--- config.mk ---
export PLATFORM = sky130hd
export DESIGN_NAME = crc_xor_engine_flat
export DESIGN_NICKNAME = d
export VERILOG_FILES = /design/src/rtl/crc_xor_engine_pkg.sv /design/src/rtl/crc_xor_engine_if.sv /design/src/rtl/crc_xor_step.sv /design/src/rtl/crc_xor_engine.sv /design/src/flat_wrapper.sv
export SDC_FILE = /design/constraint.sdc
export NUM_CORES = 1
export LEC_CHECK = 0
export ABC_CLOCK_PERIOD_IN_PS = 1490
export CORE_MARGIN = 10
export CORE_UTILIZATION = 30
export CTS_BUF_LIST = sky130_fd_sc_hd__clkbuf_8
export DETAILED_ROUTE_END_ITERATION = 8
export PLACE_DENSITY = 0.52
export SLEW_MARGIN = 25
export SYNTH_ARGS = -nofsm -noshare
export SYNTH_HDL_FRONTEND = slang
export SYNTH_SLANG_ARGS = --single-unit
--- constraint.sdc ---
create_clock -name CLK -period 1.49 [get_ports CLK]
set_input_delay 0.149 -clock CLK [delete_from_list [all_inputs] [get_ports CLK]]
set_output_delay 0.149 -clock CLK [all_outputs]
set_load 0.02 [all_outputs]
--- src/rtl/crc_xor_engine_pkg.sv ---
// Shared constants for the XOR-feedback CRC engine:
// FSM state encoding and common generator polynomials.
package crc_xor_engine_pkg;

   localparam logic [1:0] ST_IDLE = 2'd0;
   localparam logic [1:0] ST_RUN  = 2'd1;
   localparam logic [1:0] ST_DONE = 2'd2;

   localparam logic [7:0]  CRC8_POLY        = 8'h07;
   localparam logic [15:0] CRC16_CCITT_POLY = 16'h1021;

endpackage

--- src/rtl/crc_xor_engine_if.sv ---
// Beat input and result output handshakes of the CRC engine.
// master drives message/consume side, slave is the engine.
interface crc_xor_engine_if #(
   parameter int WIDTH  = 8,
   parameter int DATA_W = 8
);

   logic              START;
   logic              IN_VALID;
   logic              IN_READY;
   logic [DATA_W-1:0] IN_DATA;
   logic              IN_LAST;
   logic              CRC_VALID;
   logic              CRC_READY;
   logic [WIDTH-1:0]  CRC_OUT;
   logic              BUSY;

   modport master (
      output START, IN_VALID, IN_DATA, IN_LAST, CRC_READY,
      input  IN_READY, CRC_VALID, CRC_OUT, BUSY
   );

   modport slave (
      input  START, IN_VALID, IN_DATA, IN_LAST, CRC_READY,
      output IN_READY, CRC_VALID, CRC_OUT, BUSY
   );

endinterface

--- src/rtl/crc_xor_step.sv ---
// One-cycle CRC advance over DATA_W bits, MSB first.
// Pure 2-input XOR network; the techmap target for 74x86 cells.
module crc_xor_step #(
   parameter int               WIDTH  = 8,
   parameter int               DATA_W = 8,
   parameter logic [WIDTH-1:0] POLY   = 8'h07
) (
   input  logic [WIDTH-1:0]  crc,
   input  logic [DATA_W-1:0] data,
   output logic [WIDTH-1:0]  next
);

   logic [WIDTH-1:0] acc;
   logic             fb;

   always_comb begin
      acc = crc;
      fb  = 1'b0;
      for (int i = DATA_W - 1; i >= 0; i--) begin
         fb  = acc[WIDTH-1] ^ data[i];
         acc = {acc[WIDTH-2:0], 1'b0} ^ ({WIDTH{fb}} & POLY);
      end
      next = acc;
   end

endmodule

--- src/rtl/crc_xor_engine.sv ---
// CRC/LFSR engine: IDLE -> RUN (absorb beats) -> DONE (hold result
// until consumed). START in RUN restarts and blocks that cycle's beat.
module crc_xor_engine
   import crc_xor_engine_pkg::*;
#(
   parameter int               WIDTH  = 8,
   parameter int               DATA_W = 8,
   parameter logic [WIDTH-1:0] POLY   = CRC8_POLY,
   parameter logic [WIDTH-1:0] INIT   = '0,
   parameter logic [WIDTH-1:0] XOROUT = '0
) (
   input logic            CLK,
   input logic            RST_N,
   crc_xor_engine_if.slave bus
);

   logic [1:0]       state;
   logic [WIDTH-1:0] crc_reg;
   logic [WIDTH-1:0] crc_next;
   logic [WIDTH-1:0] crc_out;
   logic             crc_valid;
   logic             in_ready;
   logic             accept;

   crc_xor_step #(
      .WIDTH  (WIDTH),
      .DATA_W (DATA_W),
      .POLY   (POLY)
   ) u_step (
      .crc  (crc_reg),
      .data (bus.IN_DATA),
      .next (crc_next)
   );

   assign in_ready = (state == ST_RUN) && !bus.START;
   assign accept   = in_ready && bus.IN_VALID;

   always_ff @(posedge CLK or negedge RST_N) begin
      if (!RST_N) begin
         state     <= ST_IDLE;
         crc_reg   <= INIT;
         crc_out   <= '0;
         crc_valid <= 1'b0;
      end else begin
         case (state)
            ST_IDLE: begin
               if (bus.START) begin
                  crc_reg <= INIT;
                  state   <= ST_RUN;
               end
            end
            ST_RUN: begin
               if (bus.START) begin
                  crc_reg <= INIT;
               end else if (accept) begin
                  crc_reg <= crc_next;
                  if (bus.IN_LAST) begin
                     crc_out   <= crc_next ^ XOROUT;
                     crc_valid <= 1'b1;
                     state     <= ST_DONE;
                  end
               end
            end
            ST_DONE: begin
               if (bus.CRC_READY) begin
                  crc_valid <= 1'b0;
                  state     <= ST_IDLE;
               end
            end
            default: state <= ST_IDLE;
         endcase
      end
   end

   assign bus.IN_READY  = in_ready;
   assign bus.CRC_VALID = crc_valid;
   assign bus.CRC_OUT   = crc_out;
   assign bus.BUSY      = (state != ST_IDLE);

endmodule
--- src/flat_wrapper.sv ---
// flat-port wrapper written by rule: the top's interface ports become plain ports
module crc_xor_engine_flat import crc_xor_engine_pkg::*;
#(
   parameter int               WIDTH  = 8,
   parameter int               DATA_W = 8,
   parameter logic [WIDTH-1:0] POLY   = CRC8_POLY,
   parameter logic [WIDTH-1:0] INIT   = '0,
   parameter logic [WIDTH-1:0] XOROUT = '0
)
  (CLK, RST_N, bus_START, bus_IN_VALID, bus_IN_DATA, bus_IN_LAST, bus_CRC_READY, bus_IN_READY, bus_CRC_VALID, bus_CRC_OUT, bus_BUSY);
  crc_xor_engine_if #(.WIDTH(WIDTH), .DATA_W(DATA_W)) bus_i ();
  input logic CLK;
  input logic RST_N;
  input wire logic [$bits(bus_i.START)-1:0] bus_START;
  input wire logic [$bits(bus_i.IN_VALID)-1:0] bus_IN_VALID;
  input wire logic [$bits(bus_i.IN_DATA)-1:0] bus_IN_DATA;
  input wire logic [$bits(bus_i.IN_LAST)-1:0] bus_IN_LAST;
  input wire logic [$bits(bus_i.CRC_READY)-1:0] bus_CRC_READY;
  output wire logic [$bits(bus_i.IN_READY)-1:0] bus_IN_READY;
  output wire logic [$bits(bus_i.CRC_VALID)-1:0] bus_CRC_VALID;
  output wire logic [$bits(bus_i.CRC_OUT)-1:0] bus_CRC_OUT;
  output wire logic [$bits(bus_i.BUSY)-1:0] bus_BUSY;
  assign bus_i.START = bus_START;
  assign bus_i.IN_VALID = bus_IN_VALID;
  assign bus_i.IN_DATA = bus_IN_DATA;
  assign bus_i.IN_LAST = bus_IN_LAST;
  assign bus_i.CRC_READY = bus_CRC_READY;
  assign bus_IN_READY = bus_i.IN_READY;
  assign bus_CRC_VALID = bus_i.CRC_VALID;
  assign bus_CRC_OUT = bus_i.CRC_OUT;
  assign bus_BUSY = bus_i.BUSY;
  crc_xor_engine #(.WIDTH(WIDTH), .DATA_W(DATA_W), .POLY(POLY), .INIT(INIT), .XOROUT(XOROUT)) u_core (.CLK(CLK), .RST_N(RST_N), .bus(bus_i));
endmodule
==> impl_results.md, run 1 <==
- Status: complete, but fails checks
- Failing checks: negative setup slack
- Slew headroom: 77.4%
- Maximum vdd drop: 0.487 mV
- Synth Area in XOR/XNOR: 27.5%
- Most frequent cells in the layout: 23 x buf_4, 22 x clkdlybuf4s50_1, 18 x dfrtp_1, 10 x xnor2_1
- Maximum capacitance violations: 0
- CTS clk-pin slew, worst paths: 0.08 ns
- RePlAce Congestion: 0.731
- First-pass GRT wire length: 4310 um
- Initial antenna violation count: 0
- Setup TNS: -0.0748 ns
- FF-to-FF Start: u_core.crc_reg[6]
- Clock Sinks: 19
- Worst Setup Slack, final: -0.0548 ns
- Place WS: -0.287 ns
- Slew Viols, Final: 0
- Drt first-iter violations: 19
- Slowest cell on crit path: clkdlybuf4s50_1
- Mean post-synth cell area: 10.7 sq um
- Cts hold-fix bufs: 0
- Via density per instance: 4.42
- CTS max path bufs: 2
- Cells after Synth: 102
- GRT Util Overall: 8.72%
- CTS tree: built
- Core Rows: 21
- Die area: 0.00644 sq mm
- Syn_nets: 116
- # DRC: 0
- Fin cells: 196
- Clk pwr share: 11.1%
- Ys Warns: 0
- Synthesized area: 0.00109 sq mm
- Seq/Total Area, Yosys: 43.7%
- P&R area growth vs syn: 55.3%
- Vias: 866
- Fmax: 0.647 GHz
- Min Tclk post-route: 1.54 ns
- Seq cells post-synth: 19
- Layout cell share with drive strength beyond 1: 34.7%
- Critical path fanouts, max: 5
- CP Launch Type: input port
- Setup Viol. Count Final: 2
- H-tree depth: 1
- Commonest non-fill, non-tap cell in the layout: buf_4
- Final Util: 49.5%
- Drt total wl: 2600 um
- Worst-skew pair later-pin latency: 0.26 ns
- Crit Path Category: input port to flip-flop
- Number of diodes: 0
- Die width: 80.2 um
- Port bufs: 24
- Worst R2R End: u_core.crc_reg[2]
- Worst-path cell chain: clkdlybuf4s50_1 -> xor2_2 -> xnor3_2 -> xnor2_1 -> o211ai_1
- Number of global-route vias before repair: 882
- RSZ-0062 raised after global routing: yes
- Share of power burned in registers: 25.2%
- Complex-gate fraction of the synthesized area: 11.6%
- Final Hold Violating Endpoints: 0
- CP Data Required Time: 1.67 ns
- Synth unique cells: 30
- P_int: 2.12 mW
- Initial cell density of the core: 31.9%
- Grt total ovfl: 0
- Leakage Power: 0.734 nW
- Clock Skew: 0.00431 ns
- Total CTS buffers: 3
- Post-Synth Adder-Cell Area: 0%
- Depth of the most critical reg-to-reg path: 4
- Die Span Y: 80.2 um
- CP max stage delay: 0.53 ns
- Slew @ Worst Pin: 0.337 ns
- CTS root buffer: clkbuf_8
- Pwr dens: 2000 mW/mm^2
- Nets: 165
- Largest net degree at the start of global routing: 20
- Hold Crit Class: input port to asynchronous set/reset pin
- DRT Pass-1 Iters: 4
- Core Region: 0.00342 sq mm
- Area share of and/or/nand/nor cells after synthesis: 12.2%
- Critical Path AT: 1.72 ns
- I/O pin count: 25
- Reg2reg setup slack: -0.03 ns
- Worst Setup End Kind: flip-flop
- Wirelength per Cell: 13.3 um
- Final Cycle Share: 104%
- Mux cell area share after synthesis: 1.95%
- Setup crit end: u_core.crc_reg[2]
- Fill count: 324
- Largest family of logic cells by synthesized area: XOR/XNOR gates
- Logic pwr share: 63.6%
- Post-detail-place hpwl: 2030 um
- Final ANT Viol Nets: 0
- NetSw: 1.26 mW
- Worst Setup SP: bus_IN_DATA[6]
- Placed insts: 188
- Net Sw Frac: 37.2%
[metrics by stage]
stage / total power [mW] / area (sq um) / hold WS, ns
after floorplan: 1.98 / 1090 / -0.147
after global placement: 2.67 / 1520 / 0.491
after detailed placement: 2.71 / 1520 / 0.496
after CTS: 3.20 / 1620 / 0.232
after global routing: 3.62 / 1690 / 0.248
final: 3.38 / 1690 / 0.222
[cell usage after synthesis (all sizes together)]
library cell  instances  area share, %
xor3                  1            2.5
inv                   4            1.4
o22ai                 3            1.7
nand4bb               1            1.0
o21bai                1           0.69
buf                   4            1.7
mux2i                 1           0.92
o21ai                 3            1.4
and4bb                1            1.1
nand2                 9            3.1
o22a                  1           0.80
dfrtp                19             44
nor2                  8            2.8
nand2b                1           0.58
or2                   2            1.1
o211ai                1           0.69
xor2                  2            2.3
nor3                  1           0.46
xnor3                 3            6.7
mux2                  1            1.0
a21oi                12            5.5
a22o                  1           0.80
nor3b                 2            1.4
xnor2                19             16
and2                  1           0.58
[cell families after synthesis]
logic type             after synthesis
AND/OR/NAND/NOR                     26
flip-flops                          19
AO/OA/AOI/OAI                       22
buffers and inverters                8
XOR/XNOR                            25
multiplexers                         2
[metal layers]
| metal | routed length [um] | global-route usage (%) |
|---|---|---|
| met5 | 0 | 0 |
| met4 | 55 | 4.75 |
| met3 | 224 | 3.45 |
| met2 | 1140 | 13.0 |
| met1 | 1180 | 10.5 |
[cell type report]
type                    count  area (sq um)  share of cell area (%)
clock inverters             1          7.51                   0.444
inverters                   4          15.0                   0.888
multi-input cells          75           674                    39.9
flip-flops and latches     19           477                    28.2
well taps                  46          57.6                    3.40
clock buffers               3          41.3                    2.44
repair buffers             48           418                    24.7
[power by group through the flow]
stage / Combinational (mW) / Sequential, mW / Clock (mW)
6_report: 2.15 / 0.852 / 0.377
5_1_grt: 2.32 / 0.880 / 0.419
4_1_cts: 1.96 / 0.851 / 0.390
3_5_place_dp: 1.85 / 0.855 / 0
3_3_place_gp: 1.83 / 0.847 / 0
2_1_floorplan: 0.998 / 0.980 / 0
[worst min-delay path by stage]
stage                                     start               endpoint  slack, ns  cells past startpoint
after floorplan                           RST_N  u_core.bus.CRC_OUT[0]      -0.15                      0
after global placement    u_core.bus.CRC_OUT[0]  u_core.bus.CRC_OUT[0]       0.49                      1
after detailed placement   u_core.bus.CRC_VALID   u_core.bus.CRC_VALID       0.50                      1
after CTS                                 RST_N  u_core.bus.CRC_OUT[0]       0.23                      2
after global routing                      RST_N  u_core.bus.CRC_OUT[7]       0.25                      2
final                                     RST_N  u_core.bus.CRC_OUT[0]       0.22                      2
[critical path, delay by kind of cell]
family / cells / cell delay (ns)
buffers and inverters: 1 / 0.53
XOR/XNOR: 3 / 0.87
AO/OA/AOI/OAI: 1 / 0.17
[timing repair]
item | 4_1_cts | 5_1_grt
endpoints found under the setup margin | 9 | 11
setup buffers | 3 | 1
gates resized for setup | 9 | 13
pin swaps | 8 | 8
Power figures use the tool's default switching activity.
==> run 2, diff against run 1 <==
Settings changed: ABC_CLOCK_PERIOD_IN_PS 1490 to 1500, CTS_CLUSTER_DIAMETER set to 40, GPL_TIMING_DRIVEN set to 0, PLACE_DENSITY 0.52 to 0.5.
Clock period 1.49 ns to 1.5 ns, I/O delays scaled along.
==> impl_results.md, run 2 (synthesis gave the netlist of run 1 again) <==
- Status: complete, but fails checks (unchanged)
- Failing checks: negative setup slack (unchanged)
- CTS max path bufs: 2 (unchanged)
- CTS clk-pin slew, worst paths: 0.07 ns (was 0.08 ns)
- Number of global-route vias before repair: 890 (was 882)
- RePlAce Congestion: 0.703 (was 0.731)
- P&R area growth vs syn: 49.9% (was 55.3%)
- Commonest non-fill, non-tap cell in the layout: clkdlybuf4s50_1 (was buf_4)
- Fill count: 345 (was 324)
- Cts hold-fix bufs: 0 (unchanged)
- Slew Viols, Final: 0 (unchanged)
- Vias: 843 (was 866)
- First-pass GRT wire length: 4280 um (was 4310 um)
- Number of diodes: 0 (unchanged)
- Worst-path cell chain: xnor2_2 -> xnor3_2 -> xnor2_1 -> o211ai_1 (was clkdlybuf4s50_1 -> xor2_2 -> xnor3_2 -> xnor2_1 -> o211ai_1)
- M1 WL: 1110 um (was 1180 um)
- Setup TNS: -0.00846 ns (was -0.0748 ns)
- RSZ-0062 raised after global routing: yes (unchanged)
- Leakage Power: 0.697 nW (was 0.734 nW)
- Min Tclk post-route: 1.51 ns
- Kind of cell adding the most delay to the critical path: XOR/XNOR gates (unchanged)
- FF/Latch Area: 478 sq um (was 477 sq um)
- Drt total wl: 2650 um (was 2600 um)
- Slowest cell on crit path: xnor3_2 (was clkdlybuf4s50_1)
- CTS tree: built (unchanged)
- Worst Setup Slack, final: -0.00846 ns (was -0.0548 ns)
- Core Rows: 21 (unchanged)
- CTS root buffer: clkbuf_8 (unchanged)
- H-tree depth: 1 (unchanged)
- Design area: 0.00163 sq mm (was 0.00169 sq mm)
- Initial antenna violation count: 0 (unchanged)
- Critical path buffer and inverter count: 0 (was 1)
- Worst hold start: bus_START
- Most frequent cells in the layout: 20 x clkdlybuf4s50_1, 17 x dfrtp_1, 14 x buf_4, 12 x xnor2_1, 11 x a21oi_1 (was 23 x buf_4, 22 x clkdlybuf4s50_1, 18 x dfrtp_1, 10 x xnor2_1)
- Final Power: 3.12 mW (was 3.38 mW)
- Total CTS buffers: 3 (unchanged)
- Wirelength per Cell: 14.1 um (was 13.3 um)
- Drt first-iter violations: 22 (was 19)
- Layout cell share with drive strength beyond 1: 29.6% (was 34.7%)
- Worst-skew pair later-pin latency: 0.25 ns (was 0.26 ns)
- Critical Path AT: 1.64 ns (was 1.72 ns)
- Core Region: 0.00342 sq mm (unchanged)
- Pwr dens: 1920 mW/mm^2 (was 2000 mW/mm^2)
- Maximum capacitance violations: 0 (unchanged)
- Slew headroom: 42.4% (was 77.4%)
- Crit Path Category: flip-flop to flip-flop (was input port to flip-flop)
- Clock Skew: 0.00315 ns (was 0.00431 ns)
- Die area: 0.00644 sq mm (unchanged)
- Slew @ Worst Pin: 0.861 ns (was 0.337 ns)
- Port bufs: 24 (unchanged)
- Clock Sinks: 19 (unchanged)
- Fin cells: 188 (was 196)
- Nets: 157 (was 165)
- Met3 WL: 142 um (was 224 um)
- CP Launch Type: flip-flop (was input port)
- Final Hold Violating Endpoints: 0 (unchanged)
- Maximum vdd drop: 0.881 mV (was 0.487 mV)
- Grt total ovfl: 0 (unchanged)
- CP Data Required Time: 1.63 ns (was 1.67 ns)
- # DRC: 0 (unchanged)
- I/O pin count: 25 (unchanged)
- Hold WS: 0.339 ns (was 0.222 ns)
- CP max stage delay: 0.54 ns (was 0.53 ns)
- Hold Crit Class: input port to flip-flop (was input port to asynchronous set/reset pin)
- FF-to-FF Start: u_core.crc_reg[1] (was u_core.crc_reg[6])
- Final Cycle Share: 101%
- Final ANT Viol Nets: 0 (unchanged)
- Setup Viol. Count Final: 1 (was 2)
- Die Span Y: 80.2 um (unchanged)
- Initial cell density of the core: 31.9% (unchanged)
- DRT Pass-1 Iters: 4 (unchanged)
- Via density per instance: 4.48 (was 4.42)
- Fmax: 0.663 GHz
- Placed insts: 172 (was 188)
- Placed Area: 0.00139 sq mm (was 0.00152 sq mm)
- Worst Setup End Kind: flip-flop (unchanged)
- Multi-input combinational cell area: 676 sq um (was 674 sq um)
- Die width: 80.2 um (unchanged)
- Worst Setup SP: u_core.crc_reg[1] (was bus_IN_DATA[6])
- Largest net degree at the start of global routing: 20 (unchanged)
- Critical path fanouts, max: 5 (unchanged)
- GRT Util Overall: 8.43% (was 8.72%)
- Met2 routed WL: 1380 um (was 1140 um)
- Max layer used: met4 (unchanged)
run 2: worst reg2reg max path, cell delays in order (launching register included):
cell	delay, ns
dfrtp_1	0.41
xnor2_2	0.15
xnor3_2	0.54
xnor2_1	0.20
o211ai_1	0.10
run 2: final cells by class:
type | instances | area share, %
inverter | 4 | 0.920
sequential | 19 | 29.3
clock inverter | 1 | 0.307
timing repair buffer | 38 | 20.6
clock buffer | 3 | 2.53
multi-input combinational | 75 | 41.4
buffer | 2 | 1.38
tap | 46 | 3.53
run 2: timing repair:
item                       4_1_cts  5_1_grt
pin swaps                        9        6
gates cloned                     0        0
setup endpoints to repair       16       16
gates resized for setup         17       12
buffers inserted                10        4
run 2: final timing paths:
path | slack [ns] | end | depth (start not counted)
setup / recovery | -0.008 | u_core.crc_reg[2] | 4
hold / removal | 0.34 | u_core.state[0] | 3
setup reg to reg | -0.008 | u_core.crc_reg[2] | 4
hold reg to reg | 0.52 | u_core.bus.CRC_VALID | 1
max in group asynchronous | 0.53 | u_core.state[1] | 1
min in group asynchronous | 0.39 | u_core.crc_reg[0] | 1
run 2: where the power goes:
group	switching (mW)	internal [mW]	total [mW]
Combinational	0.838	1.06	1.90
Clock	0.169	0.184	0.353
Sequential	0.163	0.709	0.871
Total	1.17	1.96	3.12
run 2: per-layer routing:
layer	GRT usage, %	vias up
met1	9.51	403
met3	3.12	2
met2	14.8	13
met5	0	-
met4	1.58	0
li1	-	425
run 2: through the flow:
stage / setup WS, ns / util, %
CTS: -0.0377 / 46.0
global placement: -0.370 / 40.7
global route: -0.0933 / 47.8
finish: -0.00846 / 47.8
floorplan: -0.00505 / -
detailed placement: -0.376 / 40.7
==> run 3, diff against run 2 <==
Settings changed: CTS_BUF_LIST sky130_fd_sc_hd__clkbuf_8 to not set.
==> impl_results.md, run 3 (synthesis gave the netlist of run 1 again) <==
- Worst Setup End Kind: flip-flop (unchanged)
- RSZ-0062 raised after global routing: yes (unchanged)
- Nets: 151 (was 157)
- Most frequent cells in the layout: 21 x clkdlybuf4s50_1, 17 x dfrtp_1, 12 x xnor2_1, 11 x a21oi_1, 9 x nand2_1 (was 20 x clkdlybuf4s50_1, 17 x dfrtp_1, 14 x buf_4, 12 x xnor2_1, 11 x a21oi_1)
- Port bufs: 24 (unchanged)
- I/O pin count: 25 (unchanged)
- GRT Util Overall: 8.04% (was 8.43%)
- Setup Viol. Count Final: 2 (was 1)
- First-pass GRT wire length: 4100 um (was 4280 um)
- CTS root buffer: clkbuf_4 (was clkbuf_8)
- CTS tree: built (unchanged)
- # DRC: 0 (unchanged)
- Number of global-route vias before repair: 880 (was 890)
- CTS clk-pin slew, worst paths: 0.11 ns (was 0.07 ns)
- Worst Setup Slack, final: -0.0286 ns (was -0.00846 ns)
- Failing checks: negative setup slack (unchanged)
- Via density per instance: 4.57 (was 4.48)
- Leakage Power: 0.659 nW (was 0.697 nW)
- Die width: 80.2 um (unchanged)
- FF-to-FF Start: u_core.crc_reg[1] (unchanged)
- Cts hold-fix bufs: 0 (unchanged)
- Fin cells: 182 (was 188)
- H-tree depth: 1 (unchanged)
- Drt total wl: 2520 um (was 2650 um)
- DRT Pass-1 Iters: 4 (unchanged)
- Min Tclk post-route: 1.53 ns (was 1.51 ns)
- Final Cycle Share: 102% (was 101%)
- Worst R2R End: u_core.crc_reg[2] (unchanged)
- Number of diodes: 0 (unchanged)
- Initial cell density of the core: 31.9% (unchanged)
- Clock Sinks: 19 (unchanged)
- Die area: 0.00644 sq mm (unchanged)
- Worst-path cell chain: xnor2_2 -> xnor3_2 -> xnor2_1 -> o211ai_1 (unchanged)
- Pwr dens: 1860 mW/mm^2 (was 1920 mW/mm^2)
- Final Power: 2.93 mW (was 3.12 mW)
- Final ANT Viol Nets: 0 (unchanged)
- Slew Viols, Final: 0 (unchanged)
- Maximum vdd drop: 0.920 mV (was 0.881 mV)
- Commonest non-fill, non-tap cell in the layout: clkdlybuf4s50_1 (unchanged)
- Drt first-iter violations: 20 (was 22)
- Core Region: 0.00342 sq mm (unchanged)
- Reg2reg setup slack: -0.03 ns (was -0.008 ns)
- Critical path fanouts, max: 5 (unchanged)
- Worst-skew pair later-pin latency: 0.30 ns (was 0.25 ns)
- Slew headroom: 42.1% (was 42.4%)
- Status: complete, but fails checks (unchanged)
- Clock Skew: 0.00219 ns (was 0.00315 ns)
- P&R area growth vs syn: 44.5% (was 49.9%)
- Maximum capacitance violations: 0 (unchanged)
- Placed insts: 172 (unchanged)
- Fmax: 0.654 GHz (was 0.663 GHz)
- Grt total ovfl: 0 (unchanged)
- CP max stage delay: 0.54 ns (about the same)
- Slowest cell on crit path: xnor3_2 (unchanged)
- CP Data Required Time: 1.69 ns (was 1.63 ns)
- Depth of the most critical reg-to-reg path: 4 (unchanged)
- Critical Path AT: 1.72 ns (was 1.64 ns)
- Final Hold Violating Endpoints: 0 (unchanged)
- Wirelength per Cell: 13.8 um (was 14.1 um)
- Slew @ Worst Pin: 0.866 ns (was 0.861 ns)
- Die Span Y: 80.2 um (unchanged)
- Total CTS buffers: 3 (unchanged)
- Initial antenna violation count: 0 (unchanged)
- RePlAce Congestion: 0.703 (unchanged)
- Hold Crit Class: input port to asynchronous set/reset pin (was input port to flip-flop)
- Vias: 831 (was 843)
- Largest net degree at the start of global routing: 20 (unchanged)
- Crit Path Category: flip-flop to flip-flop (unchanged)
- Core Rows: 21 (unchanged)
- Layout cell share with drive strength beyond 1: 25.7% (was 29.6%)
- Setup TNS: -0.0344 ns (was -0.00846 ns)
- CTS max path bufs: 2 (unchanged)
- CP Launch Type: flip-flop (unchanged)
run 3: through the flow:
step / util [%] / area, sq um / hold WS, ns / setup WS (ns)
after global routing: 46.0 / 1570 / 0.392 / -0.122
after detailed placement: 40.7 / 1390 / 0.493 / -0.376
after floorplan: - / 1090 / -0.146 / -0.00505
final: 46.0 / 1570 / 0.331 / -0.0286
after global placement: 40.7 / 1390 / 0.484 / -0.370
after CTS: 45.2 / 1550 / 0.371 / -0.0660
run 3: how the worst max path moves through the flow:
stage                       from                    end  slack [ns]  cells past startpoint
6_report       u_core.crc_reg[1]      u_core.crc_reg[2]       -0.03                      4
5_1_grt        u_core.crc_reg[1]      u_core.crc_reg[2]       -0.12                      4
4_1_cts        u_core.crc_reg[6]      u_core.crc_reg[2]       -0.07                      4
3_5_place_dp      bus_IN_DATA[2]      u_core.crc_reg[4]       -0.38                      5
3_3_place_gp           bus_START        u_core.state[1]       -0.37                      7
2_1_floorplan    u_core.state[1]  u_core.bus.CRC_OUT[0]      -0.005                      5
run 3: power by group:
part | internal, mW | switching, mW | leakage [nW]
logic | 0.989 | 0.803 | 0.413
registers | 0.707 | 0.169 | 0.229
clock network | 0.0994 | 0.166 | 0.0177
total | 1.80 | 1.14 | 0.659
run 3: critical path: cells and delay by family (launching register included):
| family | cells | cell delay [ns] |
|---|---|---|
| XOR/XNOR | 3 | 0.90 |
| flip-flops | 1 | 0.42 |
| AO/OA/AOI/OAI | 1 | 0.10 |
run 3: final cells by class:
type	count	area (sq um)
inverters	4	15.0
flip-flops and latches	19	478
fillers	353	1840
repair buffers	32	293
plain buffers	2	22.5
clock buffers	3	22.5
multi-input cells	75	679
clock inverters	1	5.00
well taps	46	57.6
run 3: what timing repair did:
| item | in CTS | in global routing |
|---|---|---|
| endpoints found under the setup margin | 16 | 16 |
| cloned | 1 | 0 |
| pin swaps | 8 | 7 |
| gates resized for setup | 18 | 10 |
| buffers inserted | 6 | 1 |
run 3: routing by layer:
layer  wire (um)  vias to the layer above  global-route usage, %  share of wire, %
met5           0                        -                      0                 0
met3         137                        2                   3.12               5.4
met2        1310                       18                   13.7                52
met1        1050                      394                   9.11                42
met4          14                        0                   2.11              0.56
li1            -                      417                      -                 -
